--- config.mk ---
export PLATFORM = sky130hd
export DESIGN_NAME = class_arbiter_flat
export DESIGN_NICKNAME = d
export VERILOG_FILES = /design/src/rtl/class_arb_pkg.sv /design/src/rtl/class_arb_if.sv /design/src/rtl/class_arb_cnt.sv /design/src/rtl/class_arbiter.sv /design/src/flat_wrapper.sv
export SDC_FILE = /design/constraint.sdc
export NUM_CORES = 1
export LEC_CHECK = 0
export CAP_MARGIN = 20
export CORE_UTILIZATION = 37
export DETAILED_ROUTE_END_ITERATION = 10
export GPL_TIMING_DRIVEN = 0
export PLACE_DENSITY = 0.74
export RECOVER_POWER = 50
export SLEW_MARGIN = 20
export SYNTH_ARGS = -nofsm -noshare
export SYNTH_HDL_FRONTEND = slang
export SYNTH_SLANG_ARGS = --single-unit
--- constraint.sdc ---
create_clock -name clk -period 1.9 [get_ports clk]
set_clock_uncertainty 0.2 [all_clocks]
set_input_delay 0.38 -clock clk [delete_from_list [all_inputs] [get_ports clk]]
set_output_delay 0.38 -clock clk [all_outputs]
set_load 0.01 [all_outputs]
--- src/rtl/class_arb_pkg.sv ---
// Shared definitions for the two-class weighted arbiter: FSM state encoding,
// default word width and the turn-counter width helper.
package class_arb_pkg;

  localparam int unsigned DATA_SIZE_DEF = 10;

  typedef enum logic [1:0] {
    ST_IDLE   = 2'd0,
    ST_SERVE0 = 2'd1,
    ST_SERVE1 = 2'd2
  } state_e;

  // Bits needed to hold a turn count of up to max(w0, w1).
  function automatic int unsigned cnt_width(input int unsigned w0, input int unsigned w1);
    int unsigned wmax;
    wmax = (w0 > w1) ? w0 : w1;
    return $clog2(wmax + 1);
  endfunction

endpackage

--- src/rtl/class_arb_if.sv ---
// FIFO-side and downstream-side signals of the class arbiter.
// master = arbiter, slave = surrounding FIFOs / sink.
interface class_arb_if #(
  parameter int unsigned DATA_SIZE = class_arb_pkg::DATA_SIZE_DEF
) ();

  logic                 fifo0_empty;
  logic                 fifo1_empty;
  logic [DATA_SIZE-1:0] fifo0_data;
  logic [DATA_SIZE-1:0] fifo1_data;
  logic                 down_af;
  logic                 pop0;
  logic                 pop1;
  logic [DATA_SIZE-1:0] data_out;
  logic                 valid_out;
  logic                 class_out;

  modport master (
    input  fifo0_empty, fifo1_empty, fifo0_data, fifo1_data, down_af,
    output pop0, pop1, data_out, valid_out, class_out
  );

  modport slave (
    output fifo0_empty, fifo1_empty, fifo0_data, fifo1_data, down_af,
    input  pop0, pop1, data_out, valid_out, class_out
  );

endinterface

--- src/rtl/class_arb_cnt.sv ---
// Per-turn pop counter with terminal-count compare against the weight limit
// of the class currently being served.
module class_arb_cnt #(
  parameter int unsigned WIDTH = 2
) (
  input  logic             clk,
  input  logic             reset,
  input  logic             inc_i,
  input  logic             clr_i,
  input  logic [WIDTH-1:0] limit_i,
  output logic [WIDTH-1:0] cnt_o,
  output logic             tc_o
);

  logic [WIDTH-1:0] cnt_q;

  // Clear has priority over increment.
  always_ff @(posedge clk or posedge reset) begin
    if (reset)      cnt_q <= '0;
    else if (clr_i) cnt_q <= '0;
    else if (inc_i) cnt_q <= cnt_q + WIDTH'(1);
  end

  assign cnt_o = cnt_q;
  assign tc_o  = (cnt_q == limit_i);

endmodule

--- src/rtl/class_arbiter.sv ---
// Weighted round-robin arbiter between two class FIFOs: up to W0 pops from
// class 0 then up to W1 from class 1, stalled by downstream almost-full.
// Popped words appear one cycle later on data_out with class_out tagging them.
module class_arbiter
  import class_arb_pkg::*;
#(
  parameter int unsigned DATA_SIZE = DATA_SIZE_DEF,
  parameter int unsigned W0        = 3,
  parameter int unsigned W1        = 1
) (
  input logic         clk,
  input logic         reset,
  class_arb_if.master bus
);

  localparam int unsigned     CW   = cnt_width(W0, W1);
  localparam logic [CW-1:0]   LIM0 = CW'(W0 - 1);
  localparam logic [CW-1:0]   LIM1 = CW'(W1 - 1);

  state_e               state_q;
  logic                 last_q;
  logic                 pop0, pop1;
  logic                 cur_empty, turn_end;
  logic                 cnt_inc, cnt_clr, cnt_tc;
  logic [CW-1:0]        cnt_limit, cnt;
  logic                 valid_q, class_q;
  logic [DATA_SIZE-1:0] hold_q, rd_data;

  assign pop0 = (state_q == ST_SERVE0) & ~bus.fifo0_empty & ~bus.down_af;
  assign pop1 = (state_q == ST_SERVE1) & ~bus.fifo1_empty & ~bus.down_af;

  // A turn ends when the served FIFO runs dry or the weight-limited pop happens.
  assign cur_empty = (state_q == ST_SERVE1) ? bus.fifo1_empty : bus.fifo0_empty;
  assign turn_end  = cur_empty | cnt_tc;
  assign cnt_limit = (state_q == ST_SERVE1) ? LIM1 : LIM0;
  assign cnt_inc   = (pop0 | pop1) & ~cnt_tc;
  assign cnt_clr   = ~bus.down_af & ((state_q == ST_IDLE) | turn_end);

  class_arb_cnt #(.WIDTH(CW)) u_cnt (
    .clk     (clk),
    .reset   (reset),
    .inc_i   (cnt_inc),
    .clr_i   (cnt_clr),
    .limit_i (cnt_limit),
    .cnt_o   (cnt),
    .tc_o    (cnt_tc)
  );

  // Arbitration FSM and last-served pointer; everything frozen under down_af.
  always_ff @(posedge clk or posedge reset) begin
    if (reset) begin
      state_q <= ST_IDLE;
      last_q  <= 1'b1;
    end else if (!bus.down_af) begin
      case (state_q)
        ST_IDLE: begin
          if (!bus.fifo0_empty && (last_q || bus.fifo1_empty)) state_q <= ST_SERVE0;
          else if (!bus.fifo1_empty)                           state_q <= ST_SERVE1;
        end
        // On turn end: hand over if the other class waits, else keep serving
        // a new turn if this FIFO still had data, else go idle.
        ST_SERVE0: begin
          if (turn_end) begin
            last_q <= 1'b0;
            if (!bus.fifo1_empty)     state_q <= ST_SERVE1;
            else if (bus.fifo0_empty) state_q <= ST_IDLE;
          end
        end
        ST_SERVE1: begin
          if (turn_end) begin
            last_q <= 1'b1;
            if (!bus.fifo0_empty)     state_q <= ST_SERVE0;
            else if (bus.fifo1_empty) state_q <= ST_IDLE;
          end
        end
        default: state_q <= ST_IDLE;
      endcase
    end
  end

  assign rd_data = class_q ? bus.fifo1_data : bus.fifo0_data;

  // Output qualifiers track last cycle's pop; hold register keeps the last delivered word.
  always_ff @(posedge clk or posedge reset) begin
    if (reset) begin
      valid_q <= 1'b0;
      class_q <= 1'b0;
      hold_q  <= '0;
    end else begin
      valid_q <= pop0 | pop1;
      class_q <= pop1;
      if (valid_q) hold_q <= rd_data;
    end
  end

  assign bus.pop0      = pop0;
  assign bus.pop1      = pop1;
  assign bus.valid_out = valid_q;
  assign bus.class_out = class_q;
  assign bus.data_out  = valid_q ? rd_data : hold_q;

endmodule

--- src/flat_wrapper.sv ---
// flat-port wrapper written by rule: the top's interface ports become plain ports
module class_arbiter_flat import class_arb_pkg::*;
#(
  parameter int unsigned DATA_SIZE = DATA_SIZE_DEF,
  parameter int unsigned W0        = 3,
  parameter int unsigned W1        = 1
)
  (clk, reset, bus_fifo0_empty, bus_fifo1_empty, bus_fifo0_data, bus_fifo1_data, bus_down_af, bus_pop0, bus_pop1, bus_data_out, bus_valid_out, bus_class_out);
  class_arb_if #(.DATA_SIZE(DATA_SIZE)) bus_i ();
  input logic clk;
  input logic reset;
  input wire logic [$bits(bus_i.fifo0_empty)-1:0] bus_fifo0_empty;
  input wire logic [$bits(bus_i.fifo1_empty)-1:0] bus_fifo1_empty;
  input wire logic [$bits(bus_i.fifo0_data)-1:0] bus_fifo0_data;
  input wire logic [$bits(bus_i.fifo1_data)-1:0] bus_fifo1_data;
  input wire logic [$bits(bus_i.down_af)-1:0] bus_down_af;
  output wire logic [$bits(bus_i.pop0)-1:0] bus_pop0;
  output wire logic [$bits(bus_i.pop1)-1:0] bus_pop1;
  output wire logic [$bits(bus_i.data_out)-1:0] bus_data_out;
  output wire logic [$bits(bus_i.valid_out)-1:0] bus_valid_out;
  output wire logic [$bits(bus_i.class_out)-1:0] bus_class_out;
  assign bus_i.fifo0_empty = bus_fifo0_empty;
  assign bus_i.fifo1_empty = bus_fifo1_empty;
  assign bus_i.fifo0_data = bus_fifo0_data;
  assign bus_i.fifo1_data = bus_fifo1_data;
  assign bus_i.down_af = bus_down_af;
  assign bus_pop0 = bus_i.pop0;
  assign bus_pop1 = bus_i.pop1;
  assign bus_data_out = bus_i.data_out;
  assign bus_valid_out = bus_i.valid_out;
  assign bus_class_out = bus_i.class_out;
  class_arbiter #(.DATA_SIZE(DATA_SIZE), .W0(W0), .W1(W1)) u_core (.clk(clk), .reset(reset), .bus(bus_i));
endmodule
==> results.toml, run 1 <==
[route]
drt-vias-per-instance = 4.859
dr_total_vias = 899
drc = 0
drt_iter0_markers = 8
maxUsedRoutingLayer = "met4"
avgRoutedWirePerCell_um = 13.55
wl_met2_um = 1248
wl_met3_um = 189
wirelength_um = 2507
antenna_left = 0
wl_met1_um = 1017
first_pass_iters = 4

[logic_synthesis]
syn_area_um2 = 908.4
synthDistinctLibCells = 23
synth_seq_cells = 17
ys_async_sr_fraction = 1.000
yosysWarningCount = 0
yosys_most_used_dff = "dfrtp_1"
synth_edf_count = 0
syn_inst = 95
ys_seq_area_frac = 0.4697
synth_fp_nets = 120
postSynthAreaPerCell_um2 = 9.562

[layout]
fin_cells = 185
area_growth_syn_to_layout_pct = 71.21
drive_above_1_share = 0.4076
postLayoutCoreUtil = 0.6898
n_antenna_cell = 0
fin_nets = 183

[clock_network]
clock_latency_ps = 280
path_clk_slew_ps = 90
clockRootBuffer = "clkbuf_4"
cts_buffer_depth = 2
cts_tree = "done"
h-tree-depth = 1
holdBufCountCts = 0
cts_made_buffers = 3
cts_sinks = 17

[die]
core_um2 = 2255
die_w_um = 51.55
die_area_um2 = 2657
num_io_pins = 39
core.rowCount = 17
initial_core_util = 0.4029
die_h_um = 51.55

[setup_path]
rr_worst_depth = 7
path_class = "register to output pin"
cp.arrival_ps = 1390
end_kind = "output pin"
timing.rr.end = "u_core.state_q[0]"
r2r-start = "u_core.state_q[0]"
crit_chain = "buf_6, or3b_4, nor2_1, buf_2"
cp.required_ps = 1320
critPathMaxStageDelay_ps = 390
path_max_fanout = 3
endpoint = "bus_pop0"
regToRegSetupSlack_ps = -70
startpoint = "u_core.state_q[0]"
crit_slowest_cell = "dfrtp_1"
critPathLaunchType = "register"

[placed_design]
dp_hpwl_um = 1527
place_congestion = 0.7499
preCtsSetupSlack_ps = -763.8
dp_cells = 161
place.port_buffers = 38

[global_route]
grt_max_degree = 18
grt_pass1_vias = 890
overflow = 0
grt_first_pass_wirelength_um = 3884
grt_use_total = 0.2002
grt_antenna_before_repair = 0

[timing]
worst_pin_slew_ps = 621.4
hold_slack_ps = 297.7
setup_viol = 10
hold_viol_final = 0
fin_crit_ps = 1970
max_clock_freq_mhz = 507.5
fin_ws_ps = -70.35
max-slew-margin-rel = 0.5853
rsz0062_at_grt = "true"
report.final.slew_viol_count = 0
period_share = 1.037

[run]
drv_cap = 0

[outcome]
status = "finished, violations left"
violations = "negative setup slack"

[min_path]
hold_class = "register to register"

[power_and_ir_drop]
leakagePower_nw = 0.6967
ir_drop_mv = 0.7306
powerDensity_nw_per_um2 = 1230
power_mw = 1.914
logic make-up after synthesis:
kind of cell              Yosys count  synth area share
buffers and inverters               9           0.04821
AOI/OAI and AO/OA                  20            0.1405
muxes                              13            0.1460
and+or+nand+nor                    32            0.1570
xor gates and xnor gates            4           0.03857
DFF                                17            0.4697
cell usage after synthesis (all sizes together), types with 2 or more instances:
cell    instances  area [um2]
mux2i          11       110.1
clkbuf          3       11.26
a21oi          16       95.10
buf             3       21.27
inv             3       11.26
nor3            3       15.01
mux2            2       22.52
xor2            2       17.52
or3b            2       17.52
nand2b          2       12.51
dfrtp          16       400.4
nand2           2       7.510
xnor2           2       17.52
nor2           22       82.58
how the worst min path moves through the flow:
stage	slack, ps	startpoint	end	cells past startpoint
5_1_grt	330	u_core.last_q	u_core.last_q	2
3_3_place_gp	280	u_core.last_q	u_core.last_q	2
2_1_floorplan	110	reset	u_core.bus.class_out	1
3_5_place_dp	280	u_core.last_q	u_core.last_q	2
6_report	300	u_core.last_q	u_core.last_q	2
4_1_cts	280	reset	u_core.hold_q[4]	2
per-layer routing:
metal / up-vias / track usage
met3: 6 / 0.04678
met5: - / 0
met2: 33 / 0.3463
met4: 0 / 0.09459
li1: 446 / -
met1: 414 / 0.2318
layout make-up:
cell class,count,area [um2]
Tap cell,28,35.03
Multi-Input combinational cell,69,523.0
Timing Repair Buffer,60,506.7
Buffer,4,25.02
Fill cell,192,699.4
Inverter,3,11.26
Sequential cell,17,427.9
Clock buffer,4,26.28
state kept, by name, summed over array words and instances, names as in the netlist:
signal	count
u_core.hold_q	10
u_core.bus.class_out	1
u_core.u_cnt.cnt_o	2
u_core.bus.valid_out	1
u_core.last_q	1
u_core.state_q	2
repair_timing:
| item | CTS | global route |
|---|---|---|
| pin swaps | 12 | 7 |
| setup buffers | 17 | 4 |
| endpoints found under the setup margin | 14 | 18 |
| gates cloned | 1 | 0 |
| gates resized for setup | 67 | 20 |
worst max-delay path, delay by kind of cell (launching register included):
family / cells / cell delay (ps)
buffers and inverters: 2 / 260
DFF: 1 / 390
and+or+nand+nor: 2 / 460
per-stage QoR:
step	instance area (um2)	TNS, ps
2_1_floorplan	908.4	0
3_3_place_gp	1324	-6424
3_5_place_dp	1324	-6749
4_1_cts	1478	-841.6
5_1_grt	1555	-1560
6_report	1555	-321.1
layout by cell type (no fill, tap or decap), types with 4 or more instances in the layout:
cell,count
a21oi_1,6
a21oi_2,9
buf_2,13
buf_4,18
buf_6,6
clkdlybuf4s50_1,22
dfrtp_1,15
mux2i_1,6
mux2i_2,4
nor2_1,21
where the power goes:
group	leakage, nW	internal [mW]	switching [mW]
Sequential	0.196	0.501	0.0579
Combinational	0.486	0.633	0.532
Clock	0.0150	0.0815	0.107
Total	0.697	1.22	0.697
Power figures use the tool's default switching activity.
==> inputs of run 2 (changes only) <==
CORE_MARGIN = 4   (was unset)
GPL_TIMING_DRIVEN = unset   (was 0)
==> run 2 against run 1 <==
Setup slack better by 36 ps. Fmax rose by 1.9%. Non-clock buffer count grew 7. Combinational power hardly changed. Highest routed layer unchanged. Critical path type unchanged. The run still ends with negative setup slack left. Routed wire length rose by 3.8%. Hold slack worse by 20 ps.
==> results.toml, run 2 (synthesis gave the netlist of run 1 again) <==
[layout]
fin_cells = 192
largest_register_ffs = 10
postLayoutCoreUtil = 0.6899
drive_above_1_share = 0.3780
fin_nets = 190
regMostFlops = "u_core.hold_q"
layout_commonest_cell = "buf_4"
n_antenna_cell = 0
mostFrequentLayoutCells = "30 x buf_4, 21 x clkdlybuf4s50_1, 20 x nor2_1"
area_growth_syn_to_layout_pct = 72.87
design_area_um2 = 1570

[setup_path]
critPathLaunchType = "register"
r2r-start = "u_core.state_q[0]"
cp.required_ps = 1320
timing.rr.end = "u_core.state_q[1]"
rr_worst_depth = 6
path_class = "register to output pin"
end_kind = "output pin"
endpoint = "bus_data_out[4]"
path_max_fanout = 11
regToRegSetupSlack_ps = 20
startpoint = "u_core.bus.class_out"
cp.arrival_ps = 1350

[placed_design]
dp_cells = 174
place.port_buffers = 38
placed_area_um2 = 1459
dp_hpwl_um = 1840
place_congestion = 0.8047

[run]
drv_cap = 0

[die]
core.rowCount = 17
core_um2 = 2276
die_h_um = 57.55
die_area_um2 = 3312
die_w_um = 57.55
initial_core_util = 0.3991
num_io_pins = 39

[clock_network]
cts_buffer_depth = 2
cts_tree = "done"
cts_sinks = 17
h-tree-depth = 1
clock_latency_ps = 300
clockRootBuffer = "clkbuf_4"
holdBufCountCts = 0
cts_made_buffers = 3
path_clk_slew_ps = 110

[min_path]
hold_class = "input pin to asynchronous set/reset pin"

[timing]
fin_crit_ps = 1934
final.setup.tns_ps = -64.93
hold_slack_ps = 278.0
rsz0062_at_grt = "true"
period_share = 1.018
report.final.slew_viol_count = 0
hold_viol_final = 0
max_clock_freq_mhz = 517.0
fin_ws_ps = -34.30
setup_viol = 3
max-slew-margin-rel = 0.7316
worst_pin_slew_ps = 402.6

[outcome]
status = "finished, violations left"
violations = "negative setup slack"

[route]
drc = 0
drt-vias-per-instance = 4.859
wirelength_um = 2602
avgRoutedWirePerCell_um = 13.55
drt_iter0_markers = 13
dr_total_vias = 933
antenna_left = 0
first_pass_iters = 4

[global_route]
overflow = 0
grt_first_pass_wirelength_um = 4222
grt_antenna_before_repair = 0
grt_max_degree = 22
grt_pass1_vias = 996
grt_use_total = 0.1595

[power_and_ir_drop]
ir_drop_mv = 0.8989
powerDensity_nw_per_um2 = 1241
leakagePower_nw = 0.7122
==> run 2: timing repair <==
action,4_1_cts,5_1_grt
setup buffers,8,6
pin swaps,14,7
setup endpoints to repair,16,14
gates resized for setup,59,5
==> run 2: critical path, stage by stage, from the launching register on <==
cell,delay (ps)
dfrtp_1,410
buf_12,160
mux2i_1,120
a21oi_1,200
buf_2,170
==> run 2: how the worst min path moves through the flow <==
stage	endpoint	from	slack (ps)
3_5_place_dp	u_core.last_q	u_core.last_q	300
6_report	u_core.hold_q[3]	reset	280
2_1_floorplan	u_core.bus.class_out	reset	110
4_1_cts	u_core.state_q[1]	reset	160
3_3_place_gp	u_core.last_q	u_core.last_q	280
5_1_grt	u_core.state_q[0]	reset	300
==> run 2: power breakdown <==
group / internal (mW) / leakage, nW / switching (mW) / total [mW]
sequential: 0.500 / 0.197 / 0.0627 / 0.563
clock: 0.0786 / 0.0177 / 0.120 / 0.199
combinational: 0.670 / 0.498 / 0.517 / 1.19
total: 1.25 / 0.712 / 0.700 / 1.95
==> run 2: area by class of cell <==
class,count,area (um2)
well taps,28,35.03
multi-input cells,69,479.2
repair buffers,71,590.6
fillers,174,705.7
clock inverters,1,5.005
clock buffers,3,22.52
flip-flops and latches,17,426.7
inverters,3,11.26
==> run 2: per-layer routing <==
metal  wire length (um)  vias up  global-route usage
met1               1015      442              0.1657
li1                   -      458                   -
met4                 31        0             0.06291
met2               1371       30              0.3000
met5                  0        -                   0
met3                184        3             0.04072
==> run 2: stage by stage <==
stage          setup slack (ps)  total power, mW
3_5_place_dp             -571.7            1.598
2_1_floorplan             46.72            1.039
6_report                 -34.30            1.948
5_1_grt                  -97.88            2.089
3_3_place_gp             -540.0            1.557
4_1_cts                  -65.65            1.838
==> inputs of run 3 (changes only) <==
--- a/config.mk
+++ b/config.mk
@@ -10,5 +10,5 @@
 export CORE_UTILIZATION = 37
 export DETAILED_ROUTE_END_ITERATION = 10
-export PLACE_DENSITY = 0.74
+export PLACE_DENSITY = 0.8
 export RECOVER_POWER = 50
 export SLEW_MARGIN = 20
==> constraint.sdc (replaced) <==
create_clock -name clk -period 1.9 [get_ports clk]
set_clock_uncertainty 0.2 [all_clocks]
set_input_delay 0.285 -clock clk [delete_from_list [all_inputs] [get_ports clk]]
set_output_delay 0.285 -clock clk [all_outputs]
set_load 0.05 [all_outputs]
==> run 3 against run 2 <==
The run still ends with negative setup slack left. Sequential share of layout area down 3.4 points. Combinational power up 72%. Setup slack lost 35 ps. Global-route usage grew 0.35 points. Total power rose by 45%. Via count decreased by 1.7%. Largest power group unchanged. Highest routed layer unchanged.
==> results.toml, run 3 (synthesis gave the netlist of run 1 again) <==
[power_and_ir_drop]
netSwitchingFraction = 0.4218
pwr-share-clk = 0.069
ir_drop_mv = 1.160
leakagePower_nw = 0.7873
power_mw = 2.821
p_comb_frac = 0.727
sequentialPowerShare = 0.204
switchingPower_mw = 1.190
powerDensity_nw_per_um2 = 1555
p_int_mw = 1.631

[route]
wl_met1_um = 1109
first_pass_iters = 5
wirelength_um = 2757
drt_iter0_markers = 22
wl_met3_um = 202
drt-vias-per-instance = 4.878
avgRoutedWirePerCell_um = 14.66
antenna_left = 0
drc = 0
maxUsedRoutingLayer = "met4"
dr_total_vias = 917
wl_met2_um = 1409

[layout]
postLayoutCoreUtil = 0.7971
mostFrequentLayoutCells = "21 x clkdlybuf4s50_1, 20 x buf_4, 19 x nor2_1"
fill_cells = 132
drive_above_1_share = 0.4313
area_growth_syn_to_layout_pct = 99.72
design_area_um2 = 1814
fin_nets = 186
regMostFlops = "u_core.hold_q"
largest_register_ffs = 10
layout_commonest_cell = "clkdlybuf4s50_1"
n_antenna_cell = 0

[placed_design]
placed_area_um2 = 1590
dp_hpwl_um = 1925
place.port_buffers = 38
place_congestion = 0.8131

[clock_network]
path_clk_slew_ps = 90
cts_made_buffers = 3
h-tree-depth = 1
clockRootBuffer = "clkbuf_4"
cts_buffer_depth = 2
holdBufCountCts = 0
cts_tree = "done"
clock_latency_ps = 290
cts_sinks = 17

[global_route]
grt_max_degree = 19
grt_pass1_vias = 925
grt_first_pass_wirelength_um = 4153
overflow = 0
grt_use_total = 0.1629
grt_antenna_before_repair = 0

[die]
initial_core_util = 0.3991
core.rowCount = 17
die_area_um2 = 3312
num_io_pins = 39
core_um2 = 2276
die_w_um = 57.55
die_h_um = 57.55

[timing]
fin_ws_ps = -69.64
rsz0062_at_grt = "true"
report.final.slew_viol_count = 0
worst_pin_slew_ps = 447.6
setup_viol = 11
max_clock_freq_mhz = 507.7
hold_viol_final = 0
max-slew-margin-rel = 0.7012
period_share = 1.037
fin_crit_ps = 1970

[setup_path]
crit_top_cell = "buf_12"
path_max_fanout = 6
path_class = "register to output pin"
crit_slowest_cell = "dfrtp_4"
crit_chain = "buf_12, mux2i_1, a21oi_2, buf_12"
end_kind = "output pin"
critPathLaunchType = "register"
cp.arrival_ps = 1480
critPathMaxStageDelay_ps = 510
cp.required_ps = 1410

[outcome]
violations = "negative setup slack"
status = "finished, violations left"

[run]
drv_cap = 0

[min_path]
hold_class = "input pin to register"
## run 3: cell types whose count changed in the layout (fill, tap and decap cells not counted), moves of 5 or more
cell / before / now
a21oi_1: 11 / 4
buf_4: 30 / 20
buf_12: 2 / 16
a21oi_2: 4 / 10
buf_6: 1 / 6
buf_2: 11 / 0
## run 3: timing repair
item,in CTS,in global routing
endpoints found under the setup margin,12,16
resized for setup,8,9
pin swaps,13,10
setup buffers,10,9
## run 3: final cells by class
| cell class | instances | area, um2 | share of cell area |
|---|---|---|---|
| repair buffers | 67 | 787.0 | 0.4338 |
| multi-input cells | 69 | 524.3 | 0.2890 |
| flip-flops and latches | 17 | 430.4 | 0.2372 |
| well taps | 28 | 35.03 | 0.01931 |
| clock buffers | 4 | 26.28 | 0.01448 |
| inverters | 3 | 11.26 | 0.006207 |
## run 3: per-stage QoR
| stage | hold slack (ps) | setup slack (ps) | setup TNS, ps | std cells |
|---|---|---|---|---|
| 2_1_floorplan | 10.27 | -89.29 | -794.5 | 95 |
| 3_3_place_gp | 280.1 | -156.4 | -818.8 | 167 |
| 3_5_place_dp | 292.3 | -186.0 | -1055 | 167 |
| 4_1_cts | 99.11 | -74.10 | -395.5 | 180 |
| 5_1_grt | 119.8 | -143.5 | -1262 | 188 |
| 6_report | 120.7 | -69.64 | -546.0 | 188 |
## run 3: power by group through the flow
stage          clock network (mW)  registers, mW  logic [mW]
6_report                    0.195          0.575        2.05
5_1_grt                     0.216          0.587        2.15
3_5_place_dp                    0          0.592        1.70
4_1_cts                     0.195          0.569        1.88
3_3_place_gp                    0          0.583        1.66
2_1_floorplan                   0          0.580       0.920
## run 3: worst max-delay path: cells and delay by family, from the launching register on
kind / cells / cell delay, ps
DFF: 1 / 510
muxes: 1 / 140
AOI/OAI and AO/OA: 1 / 230
buffers and inverters: 2 / 310
## run 3: final timing paths
| kind | startpoint | endpoint | slack, ps | cells after the start |
|---|---|---|---|---|
| setup / recovery | u_core.bus.class_out | bus_data_out[7] | -70 | 4 |
| hold / removal | bus_fifo1_empty | u_core.bus.class_out | 120 | 3 |
| setup reg to reg | u_core.state_q[1] | u_core.state_q[0] | 20 | 6 |
| hold reg to reg | u_core.last_q | u_core.last_q | 320 | 2 |
| max in group asynchronous | reset | u_core.hold_q[4] | 600 | 3 |
| min in group asynchronous | reset | u_core.state_q[1] | 240 | 2 |
## run 3: per-layer routing
layer | up-vias | global-route usage
li1 | 450 | -
met1 | 425 | 0.1860
met2 | 37 | 0.2952
met3 | 5 | 0.03394
met4 | 0 | 0.05960
met5 | - | 0
